===== config.mk =====
export PLATFORM = sky130hd
export DESIGN_NAME = arbitro_decodificador
export DESIGN_NICKNAME = d
export VERILOG_FILES = /design/src/rtl/arbitro_decodificador.sv
export SDC_FILE = /design/constraint.sdc
export NUM_CORES = 1
export LEC_CHECK = 0
export ABC_AREA = 1
export BUFFER_PORTS_ARGS = -buffer_cell sky130_fd_sc_hd__buf_4
export CORE_AREA = 5 5 59 61
export CTS_BUF_LIST = sky130_fd_sc_hd__clkbuf_2
export DETAILED_ROUTE_END_ITERATION = 6
export DIE_AREA = 0 0 64 66
export GPL_ROUTABILITY_DRIVEN = 0
export PLACE_DENSITY = 0.7
export SLEW_MARGIN = 20
export SYNTH_ARGS = -nofsm -noshare
export SYNTH_HDL_FRONTEND = slang
export SYNTH_SLANG_ARGS = --single-unit

===== constraint.sdc =====
create_clock -name clk -period 3.55 [get_ports clk]
set_input_delay 0.1775 -clock clk [delete_from_list [all_inputs] [get_ports clk]]
set_output_delay 0.1775 -clock clk [all_outputs]
set_load 0.05 [all_outputs]

===== src/rtl/arbitro_decodificador.sv =====
// -----------------------------------------------------------------------------
// arbitro_decodificador
//
// Round-robin arbiter that owns the address/enable inputs of a shared 3-to-8
// decoder. Eight requesters hold req[i] high until they are done. The current
// grantee index is registered and drives the decoder address. The enable is
// high only while a grant is active. After every release there is one
// break-before-make cycle with the enable low. Then a new arbitration starts
// from the requester just after the previous owner.
//
// Optional feature (macro ARB_TIMEOUT_EN):
//   defined   - a grant is forcibly released after MAX_CICLOS cycles while
//               its request is still high. estouro pulses for that release.
//   undefined - a grant is held for as long as req[a] stays high, and
//               estouro is tied low.
//
// Ports:
//   clk      in   system clock, rising edge
//   rst_n    in   asynchronous active-low reset
//   req      in   [N_REQ-1:0] request vector
//   a        out  [2:0] decoder address (index of current/last grantee)
//   en       out  decoder enable, high only while a grant is active
//   gnt      out  [N_REQ-1:0] one-hot grant, mirrors the decoder output
//   ocupado  out  high whenever the arbiter is not idle
//   estouro  out  one-cycle pulse on a timeout release
// -----------------------------------------------------------------------------
module arbitro_decodificador #(
    parameter int N_REQ      = 8,   // fixed at 8 to match the 3-bit address
    parameter int MAX_CICLOS = 16   // grant hold limit, 1..255
) (
    input  logic             clk,
    input  logic             rst_n,
    input  logic [N_REQ-1:0] req,
    output logic [2:0]       a,
    output logic             en,
    output logic [N_REQ-1:0] gnt,
    output logic             ocupado,
    output logic             estouro
);

    typedef enum logic [1:0] {
        OCIOSO  = 2'd0,
        CONCEDE = 2'd1,
        LIBERA  = 2'd2
    } estado_t;

    estado_t    estado_q, estado_d;
    logic [2:0] a_q, a_d;
    logic [2:0] ptr_q, ptr_d;

    logic       achou;
    logic [2:0] escolha;
    logic [2:0] idx;

    // Circular search starting at ptr. The first set bit wins. The 3-bit add
    // gives the 7 -> 0 wrap for free.
    always_comb begin
        achou   = 1'b0;
        escolha = ptr_q;
        idx     = ptr_q;
        for (int k = 0; k < 8; k++) begin
            idx = ptr_q + 3'(k);
            if (!achou && req[idx]) begin
                achou   = 1'b1;
                escolha = idx;
            end
        end
    end

`ifdef ARB_TIMEOUT_EN
    localparam logic [7:0] CNT_LIM = 8'(MAX_CICLOS - 1);

    logic [7:0] cnt_q, cnt_d;
    logic       estouro_q, estouro_d;
`else
    // MAX_CICLOS only matters when the timeout is built in.
    logic unused_cfg;
    assign unused_cfg = (MAX_CICLOS > 0);
`endif

    always_comb begin
        estado_d = estado_q;
        a_d      = a_q;
        ptr_d    = ptr_q;
`ifdef ARB_TIMEOUT_EN
        cnt_d     = cnt_q;
        estouro_d = 1'b0;
`endif
        unique case (estado_q)
            OCIOSO: begin
                if (achou) begin
                    a_d      = escolha;
                    estado_d = CONCEDE;
`ifdef ARB_TIMEOUT_EN
                    cnt_d    = 8'd0;
`endif
                end
            end
            CONCEDE: begin
`ifdef ARB_TIMEOUT_EN
                if (cnt_q != 8'hFF) begin
                    cnt_d = cnt_q + 8'd1;
                end
`endif
                // A normal release takes precedence over a timeout on the same edge.
                if (!req[a_q]) begin
                    estado_d = LIBERA;
                    ptr_d    = a_q + 3'd1;
                end
`ifdef ARB_TIMEOUT_EN
                else if (cnt_q >= CNT_LIM) begin
                    estado_d  = LIBERA;
                    ptr_d     = a_q + 3'd1;
                    estouro_d = 1'b1;
                end
`endif
            end
            LIBERA: begin
                estado_d = OCIOSO;
            end
            default: begin
                estado_d = OCIOSO;
            end
        endcase
    end

    always_ff @(posedge clk or negedge rst_n) begin
        if (!rst_n) begin
            estado_q <= OCIOSO;
            a_q      <= 3'd0;
            ptr_q    <= 3'd0;
        end else begin
            estado_q <= estado_d;
            a_q      <= a_d;
            ptr_q    <= ptr_d;
        end
    end

`ifdef ARB_TIMEOUT_EN
    always_ff @(posedge clk or negedge rst_n) begin
        if (!rst_n) begin
            cnt_q     <= 8'd0;
            estouro_q <= 1'b0;
        end else begin
            cnt_q     <= cnt_d;
            estouro_q <= estouro_d;
        end
    end

    assign estouro = estouro_q;
`else
    assign estouro = 1'b0;
`endif

    // Outputs come only from registered state, so they cannot glitch. Reset
    // clears the state register asynchronously, which drops en/gnt at once.
    assign a       = a_q;
    assign en      = (estado_q == CONCEDE);
    assign gnt     = en ? (N_REQ'(1) << a_q) : '0;
    assign ocupado = (estado_q != OCIOSO);

endmodule


# After elaboration in Yosys (flattened, before gate mapping)
# Cells that the tools add are included.
[word_totals]
reg_bits = 8
in_bits = 10
out_inout_bits = 14
wordCells = 81
[op_classes]
n_addsub = 8
n_lt_le_gt_ge = 9
n_eq_ne = 3
shift = 1
mux = 37
bitwise = 1
reduce_logical = 19
[op_table]
columns = ["operator", "count"]
rows = [
  ["$lt 3x4->1 const B", 9],
  ["$bmux 1 s3", 9],
  ["$mux 3", 7],
  ["$mux 1", 17],
  ["$add 3x3->3 const B", 4],
  ["$mux 8", 1],
  ["$shl 1x3->8 const A", 1],
  ["$logic_and 1x1->1", 7],
  ["$logic_not 1->1", 7],
  ["$add 3x1->3 const B", 2],
  ["$add 3x2->3 const B", 2],
  ["$reduce_and 2->1", 3],
  ["$mux 2", 2],
  ["$ne 2x2->1 const B", 2],
  ["$pmux 2 s2", 1],
  ["$eq 2x1->1 const B", 1],
  ["$logic_not 2->1", 1],
  ["$reduce_bool 2->1", 1],
  ["$not 1->1", 1],
]

# Logic depth before layout (Yosys ltp)
# Gate-level depths: netlist (run 1).
[logic_depth]
depth_word = 26
ltp_mapped = 18

# Worst setup path before layout (run 1)
# Ideal clock, no wire load.
[synth_timing]
path_kind = "reg-to-output"
start = "register a_q[0], in the netlist a[0]"
end = "output gnt[2]"
arrival_time_ns = 2.136
required_time_ns = 3.372
path_slack_ns = 1.237
stages_incl_launch_ff = 5
path_cell_list = "dfrtp_1 inv_1 ha_1 inv_1 nor3_1"
[synth_between]
elab_chain_cells = 2
[synth_lines]
columns = ["element", "line", "source"]
rows = [
  ["start: declaration", "48", "logic [2:0] a_q, a_d;"],
  ["start signal: assignment", "130", "a_q <= 3'd0;"],
  ["start signal: assignment", "134", "a_q <= a_d;"],
  ["$shl 1x3->8", "159", "assign gnt = en ? (N_REQ'(1) << a_q) : '0;"],
  ["$mux 8", "159", ""],
  ["end: declaration", "36", "output logic [N_REQ-1:0] gnt,"],
]
# Every way passes these cells.

# Worst setup path after layout (run 1)
[layout_timing]
start = "register ptr_q[0]"
end = "register a_q[2], in the netlist a[2]"
[layout_between]
elab_chain_cells = 25
word_cells_on_any_way = 53
classes_between = "add/sub (7); mux (31); reduce/logical (15)"
[layout_lines]
columns = ["element", "line", "source"]
rows = [
  ["start: declaration", "49", "logic [2:0] ptr_q, ptr_d;"],
  ["start signal: assignment", "135", "ptr_q <= ptr_d;"],
  ["parallel branches: the longest is 25 deep, another holds $add 3x1->3", "--", ""],
]
# Parallel ways; which one is timed is not known. The select of a mux whose other input is x is not followed.
# A chain may end at the register's enable or synchronous reset.

==> results.md, run 1 <==
* Number of endpoints failing setup at the final stage at 0
* Most area-consuming cells after synthesis: sky130_fd_sc_hd__nand2_1, sky130_fd_sc_hd__dfrtp_1, sky130_fd_sc_hd__nand3_1
* Std cell rows at 20
* Vias per inst at 5.09
* Crit. End Element: flop
* Maximum cell stage delay along the critical path at 0.57 ns
* FF+latch area at 200 um^2
* Outcome: finished clean
* Hold Path Class: in -> async
* Core outline area at 2930 um^2
* Number of nets in the layout at 267
* Final global-route overflow total at 0
* Number of design rule violations left after detail routing at 0
* Fin crit period at 2.72 ns
* Total GRT Usage at 17.6%
* Max-slew violation count at 0
* Cell breakdown of the critical path: inv_2 -> ha_1 -> inv_1 -> nand3_1 -> nand3_2 -> nand2_4 -> nor2_4 -> nand4_2 -> nor2_4 -> o211ai_1 -> nand2_1 -> inv_1 -> nand2_1 -> nand2_1
* Antenna cells at 0
* Clock Sinks at 8
* Commonest non-fill, non-tap cells in the layout: sky130_fd_sc_hd__nand2_1, sky130_fd_sc_hd__nand3_1, sky130_fd_sc_hd__inv_1, sky130_fd_sc_hd__buf_4, sky130_fd_sc_hd__nor2_1
* Antenna violations before repair at 0
* DRT antenna net count at 0
* Reg2reg path depth at 14
* Largest net degree at the start of global routing at 14
* Netlist cell types at 28
* Fraction of layout instances using a drive strength above 1 at 21.9%
* Filler cells at 328
* Detail-routed net length per standard cell at 12.4 um
* Multi-input logic area at 965 um^2
* Critical Path Most Common Cell: sky130_fd_sc_hd__nand2_1
* Arrival time at the worst endpoint at 2.86 ns
* Post-CTS setup buffer count at 0
* Initial standard-cell utilization of the core at 45.3%
* Post-Synthesis Cell Area at 1330 um^2
* Worst setup path category: reg -> reg
* Critical Path RT at 3.69 ns
* Cell chosen for the clock root: sky130_fd_sc_hd__clkbuf_2
* Period Utilization, post-route at 76.6%
* HPWL after detailed placement at 2.84 mm
* Clock slew at the register clock pins of the worst setup and hold paths at 0.08 ns
* Maximum clock frequency at 0.368 GHz
* Die outline width at 64 um
* Maxcap violations at 0
* Post-synthesis register bit count at 8
* Hold buffer count at cts at 1
* CTS resizes at 0
* Aggregate negative setup slack at 0 ns
* Unrepaired setup endpoints after global routing: false
* 1st-pass router iterations at 4
* Cells after synthesis at 226
* Height of the die at 66 um
* Clk_lat worst skew at 0.24 ns
* Global-route wire length before repair at 6.09 mm
* Warning count from the yosys run at 0
* Sequential area share after synthesis at 15.1%
* Setup clock skew after layout at 0.00638 ns
* Maximum root-to-sink buffer count at 2
* Post-synth net total at 244
* Synthesis-to-finish area growth at 14.1%
* Average size of a mapped cell at 5.86 um^2
* Detailed-route wire length at 3.46 mm
* Via count of the first global-routing pass at 1374
* Top-level I/O count at 24
* TritonCTS clock tree: done
* Fraction of post-synthesis cell area in the top cell type by area at 22.1%
* Library cell contributing the largest single delay on the critical path: sky130_fd_sc_hd__dfrtp_1
* Count of buffers inserted at the top-level ports at 22
* H-Tree Level Count at 1
* Endpoints failing hold at 0
* Startpoint class of the critical path: flop
* Peak fanout along the critical path at 13
* Number of violations reported at the end of detailed-routing iteration 0 at 109
* Core Util, Final at 51.6%
* Via count of the routed design at 1424
* Most common cell after layout, fill and taps aside: sky130_fd_sc_hd__nand2_1
* WHS at 0.285 ns
* DIE AREA at 4220 um^2
* Cts bufs inserted at 3
* Synth area leader: sky130_fd_sc_hd__nand2_1
-- stage by stage --
step	cell area [um^2]	std cells	worst slack, ns
6_report	1510	280	0.832
5_1_grt	1510	280	0.607
4_1_cts	1510	280	0.858
3_5_place_dp	1490	276	0.880
3_3_place_gp	1490	276	0.911
2_1_floorplan	1330	226	1.24
-- path summary, 6_finish.rpt --
check,startpoint,end,slack (ns)
max in group asynchronous,rst_n,ptr_q[1],3.13
worst max-delay path,ptr_q[0],a[2],0.83
worst max register to register,ptr_q[0],a[2],0.83
min in group clk,req[4],estado_q[0],0.51
worst min register to register,estado_q[0],a[2],0.66
worst min-delay path,rst_n,a[1],0.28
-- state kept, by name, summed over array words and instances, names as in the netlist --
register / count
ptr_q: 3
estado_q: 2
a: 3
-- layout make-up --
class,count,share of cell area (%)
clock buffers,3,0.993
inverters,30,7.62
multi-input cells,183,63.8
flip-flops and latches,8,13.2
well taps,33,2.73
repair buffers,23,11.6
-- cell families after synthesis --
| family | Yosys count | synth area share (%) |
|---|---|---|
| AO/OA/AOI/OAI | 17 | 7.55 |
| XOR/XNOR | 1 | 0.661 |
| adder cells (fa/ha/maj) | 8 | 7.55 |
| buffers and inverters | 35 | 12.1 |
| flip-flops | 8 | 15.1 |
| other | 1 | 0.283 |
| AND/OR/NAND/NOR | 156 | 56.8 |
-- critical path: cells and delay by family (launching register included) --
family	cells	cell delay, ns
AND/OR/NAND/NOR	9	1.02
AO/OA/AOI/OAI	1	0.15
flip-flops	1	0.57
adder cells (fa/ha/maj)	1	0.41
buffers and inverters	3	0.47
-- layer usage --
| layer | vias up | wire length (um) | global-route usage (%) |
|---|---|---|---|
| met1 | 615 | 1740 | 23.8 |
| met4 | 0 | 52 | 5.97 |
| li1 | 770 | - | - |
| met3 | 8 | 117 | 1.53 |
| met5 | - | 0 | 0 |
| met2 | 31 | 1560 | 29.0 |
-- cell usage after synthesis, drive strengths merged --
library cell,n
a21oi,2
a31oi,1
buf,5
conb,1
dfrtp,8
ha,8
inv,30
nand2,90
nand3,38
nand4,4
nor2,18
nor3,6
o211ai,1
o21ai,10
o21bai,1
o221ai,1
o22ai,1
xor2,1
Power of run 1 is left out: the tool's default activity adds up to more than one toggle a clock period on the data nets, which glitch-free logic cannot reach.
==> run 2, diff against run 1 <==
clock period = 2.8 ns   (was 3.55 ns; I/O delays follow)
==> results.md, run 2 (same netlist as run 1, synthesis figures left out) <==
* DRT antenna net count at 0 (unchanged)
* Multi-input logic area at 965 um^2 (unchanged)
* Critical Path RT at 2.94 ns (-0.75 ns)
* Antenna cells at 0 (unchanged)
* Most common cell after layout, fill and taps aside: sky130_fd_sc_hd__nand2_1
* Fraction of layout instances using a drive strength above 1 at 22.8% (+0.94 points)
* Antenna violations before repair at 0 (unchanged)
* DIE AREA at 4220 um^2 (unchanged)
* Number of nets in the layout at 270 (+1.1%)
* Global-route wire length before repair at 6.22 mm (+2.3%)
* Endpoints failing hold at 0 (unchanged)
* Number of violations reported at the end of detailed-routing iteration 0 at 91 (-17%)
* Unrepaired setup endpoints after global routing: false
* Die outline width at 64 um (unchanged)
* Post-CTS setup buffer count at 0 (unchanged)
* Hold Path Class: in -> async
* Final design area excluding fillers at 1530 um^2 (+1.5%)
* Startpoint class of the critical path: flop
* Maxcap violations at 0 (unchanged)
* Maximum cell stage delay along the critical path at 0.39 ns (-0.18 ns)
* Stages on worst setup path at 14 (unchanged)
* Crit. End Element: flop
* Hold buffer count at cts at 1 (unchanged)
* FF+latch area at 200 um^2 (unchanged)
* Filler cells at 298 (-9.1%)
* Core Util, Final at 52.4% (+0.77 points)
* Detail-routed net length per standard cell at 12.5 um (+0.80%)
* Largest net degree at the start of global routing at 13 (-1)
* Outcome: finished clean
* 1st-pass router iterations at 4 (unchanged)
* Count of buffers inserted at the top-level ports at 22 (unchanged)
* Placed standard-cell area at 1510 um^2 (+1.5%)
* Height of the die at 66 um (unchanged)
* Arrival time at the worst endpoint at 2.50 ns (-0.36 ns)
* Core outline area at 2930 um^2 (unchanged)
* Via count of the routed design at 1504 (+5.6%)
* Maximum clock frequency at 0.424 GHz (+15%)
* Commonest non-fill, non-tap cells in the layout: sky130_fd_sc_hd__nand2_1, sky130_fd_sc_hd__nand3_1, sky130_fd_sc_hd__inv_1, sky130_fd_sc_hd__buf_4, sky130_fd_sc_hd__nor2_1
* Cts bufs inserted at 3 (unchanged)
* HPWL after detailed placement at 2.90 mm (+2.0%)
* Peak fanout along the critical path at 8 (-5)
* Via count of the first global-routing pass at 1424 (+3.6%)
* Detailed-route wire length at 3.53 mm (+1.9%)
* Placed Instances at 279 (+1.1%)
* Critical path buffers and inverters at 2 (-1)
* Number of endpoints failing setup at the final stage at 0 (unchanged)
* Worst setup path category: reg -> reg
* Reg2reg path depth at 14 (unchanged)
* Cell breakdown of the critical path: inv_2 -> ha_1 -> inv_1 -> nand3_1 -> nand3_2 -> nand2_4 -> nor2_4 -> nand4_2 -> nor2_4 -> nand3_2 -> nor2_1 -> nor2_1 -> nand2_1 -> nand2_1
* Maximum root-to-sink buffer count at 2 (unchanged)
* Vias per inst at 5.31 (+4.5%)
* H-Tree Level Count at 1 (unchanged)
* TritonCTS clock tree: done
* Top-level I/O count at 24 (unchanged)
* Number of design rule violations left after detail routing at 0 (unchanged)
* Initial standard-cell utilization of the core at 45.3% (unchanged)
* CTS resizes at 0 (unchanged)
* Final global-route overflow total at 0 (unchanged)
* Setup clock skew after layout at 0.00877 ns (+0.00239 ns)
* Aggregate negative setup slack at 0 ns (unchanged)
* Cell chosen for the clock root: sky130_fd_sc_hd__clkbuf_2
* Library cell contributing the largest single delay on the critical path: sky130_fd_sc_hd__dfrtp_1
* Clk_lat worst skew at 0.24 ns (about the same)
* Max-slew violation count at 0 (unchanged)
* CP top delay family: simple AND/OR/NAND/NOR gates
* Clock slew at the register clock pins of the worst setup and hold paths at 0.08 ns (about the same)
* Period Utilization, post-route at 84.3% (+7.7 points)
* Fin crit period at 2.36 ns (-0.358 ns)
* Non-filler instance count after layout at 283 (+1.1%)
* Std cell rows at 20 (unchanged)
* Clock Sinks at 8 (unchanged)
* Total GRT Usage at 17.8% (+0.28 points)
* Synthesis-to-finish area growth at 15.8%
## run 2: worst register-to-register path: stages (launching register included)
cell and delay (ns):
sky130_fd_sc_hd__dfrtp_1 0.39, sky130_fd_sc_hd__inv_2 0.14, sky130_fd_sc_hd__ha_1 0.32, sky130_fd_sc_hd__inv_1 0.23, sky130_fd_sc_hd__nand3_1 0.16, sky130_fd_sc_hd__nand3_2 0.12, sky130_fd_sc_hd__nand2_4 0.07, sky130_fd_sc_hd__nor2_4 0.12
sky130_fd_sc_hd__nand4_2 0.12, sky130_fd_sc_hd__nor2_4 0.20, sky130_fd_sc_hd__nand3_2 0.12, sky130_fd_sc_hd__nor2_1 0.12, sky130_fd_sc_hd__nor2_1 0.05, sky130_fd_sc_hd__nand2_1 0.06, sky130_fd_sc_hd__nand2_1 0.05
## run 2: layer usage
| layer | up-vias | global-route usage, % | share of wire, % |
|---|---|---|---|
| met3 | 7 | 2.04 | 4.8 |
| met4 | 0 | 4.68 | 1.8 |
| li1 | 772 | - | - |
| met1 | 678 | 23.4 | 46 |
| met2 | 47 | 30.8 | 47 |
| met5 | - | 0 | 0 |
## run 2: stage by stage
step | worst slack (ns) | hold WS [ns]
2_1_floorplan | 0.524 | -0.156
3_3_place_gp | 0.502 | -0.0361
3_5_place_dp | 0.474 | -0.0347
4_1_cts | 0.460 | 0.243
5_1_grt | 0.215 | 0.257
6_report | 0.441 | 0.246
## run 2: cell type report
cell class,count,area share [%]
clock buffer,3,0.979
inverter,30,7.50
multi-input combinational,183,62.9
sequential,8,13.1
tap,33,2.69
timing repair buffer,26,12.9
## run 2: worst paths after layout
| kind | end | slack [ns] | start |
|---|---|---|---|
| max | a[1] | 0.44 | ptr_q[1] |
| min | estado_q[0] | 0.25 | rst_n |
| max reg2reg | a[1] | 0.44 | ptr_q[1] |
| min reg2reg | a[2] | 0.64 | estado_q[1] |
| max in group asynchronous | ptr_q[1] | 2.42 | rst_n |
| min in group clk | estado_q[0] | 0.52 | req[4] |
Power of run 2 is left out for the same reason.
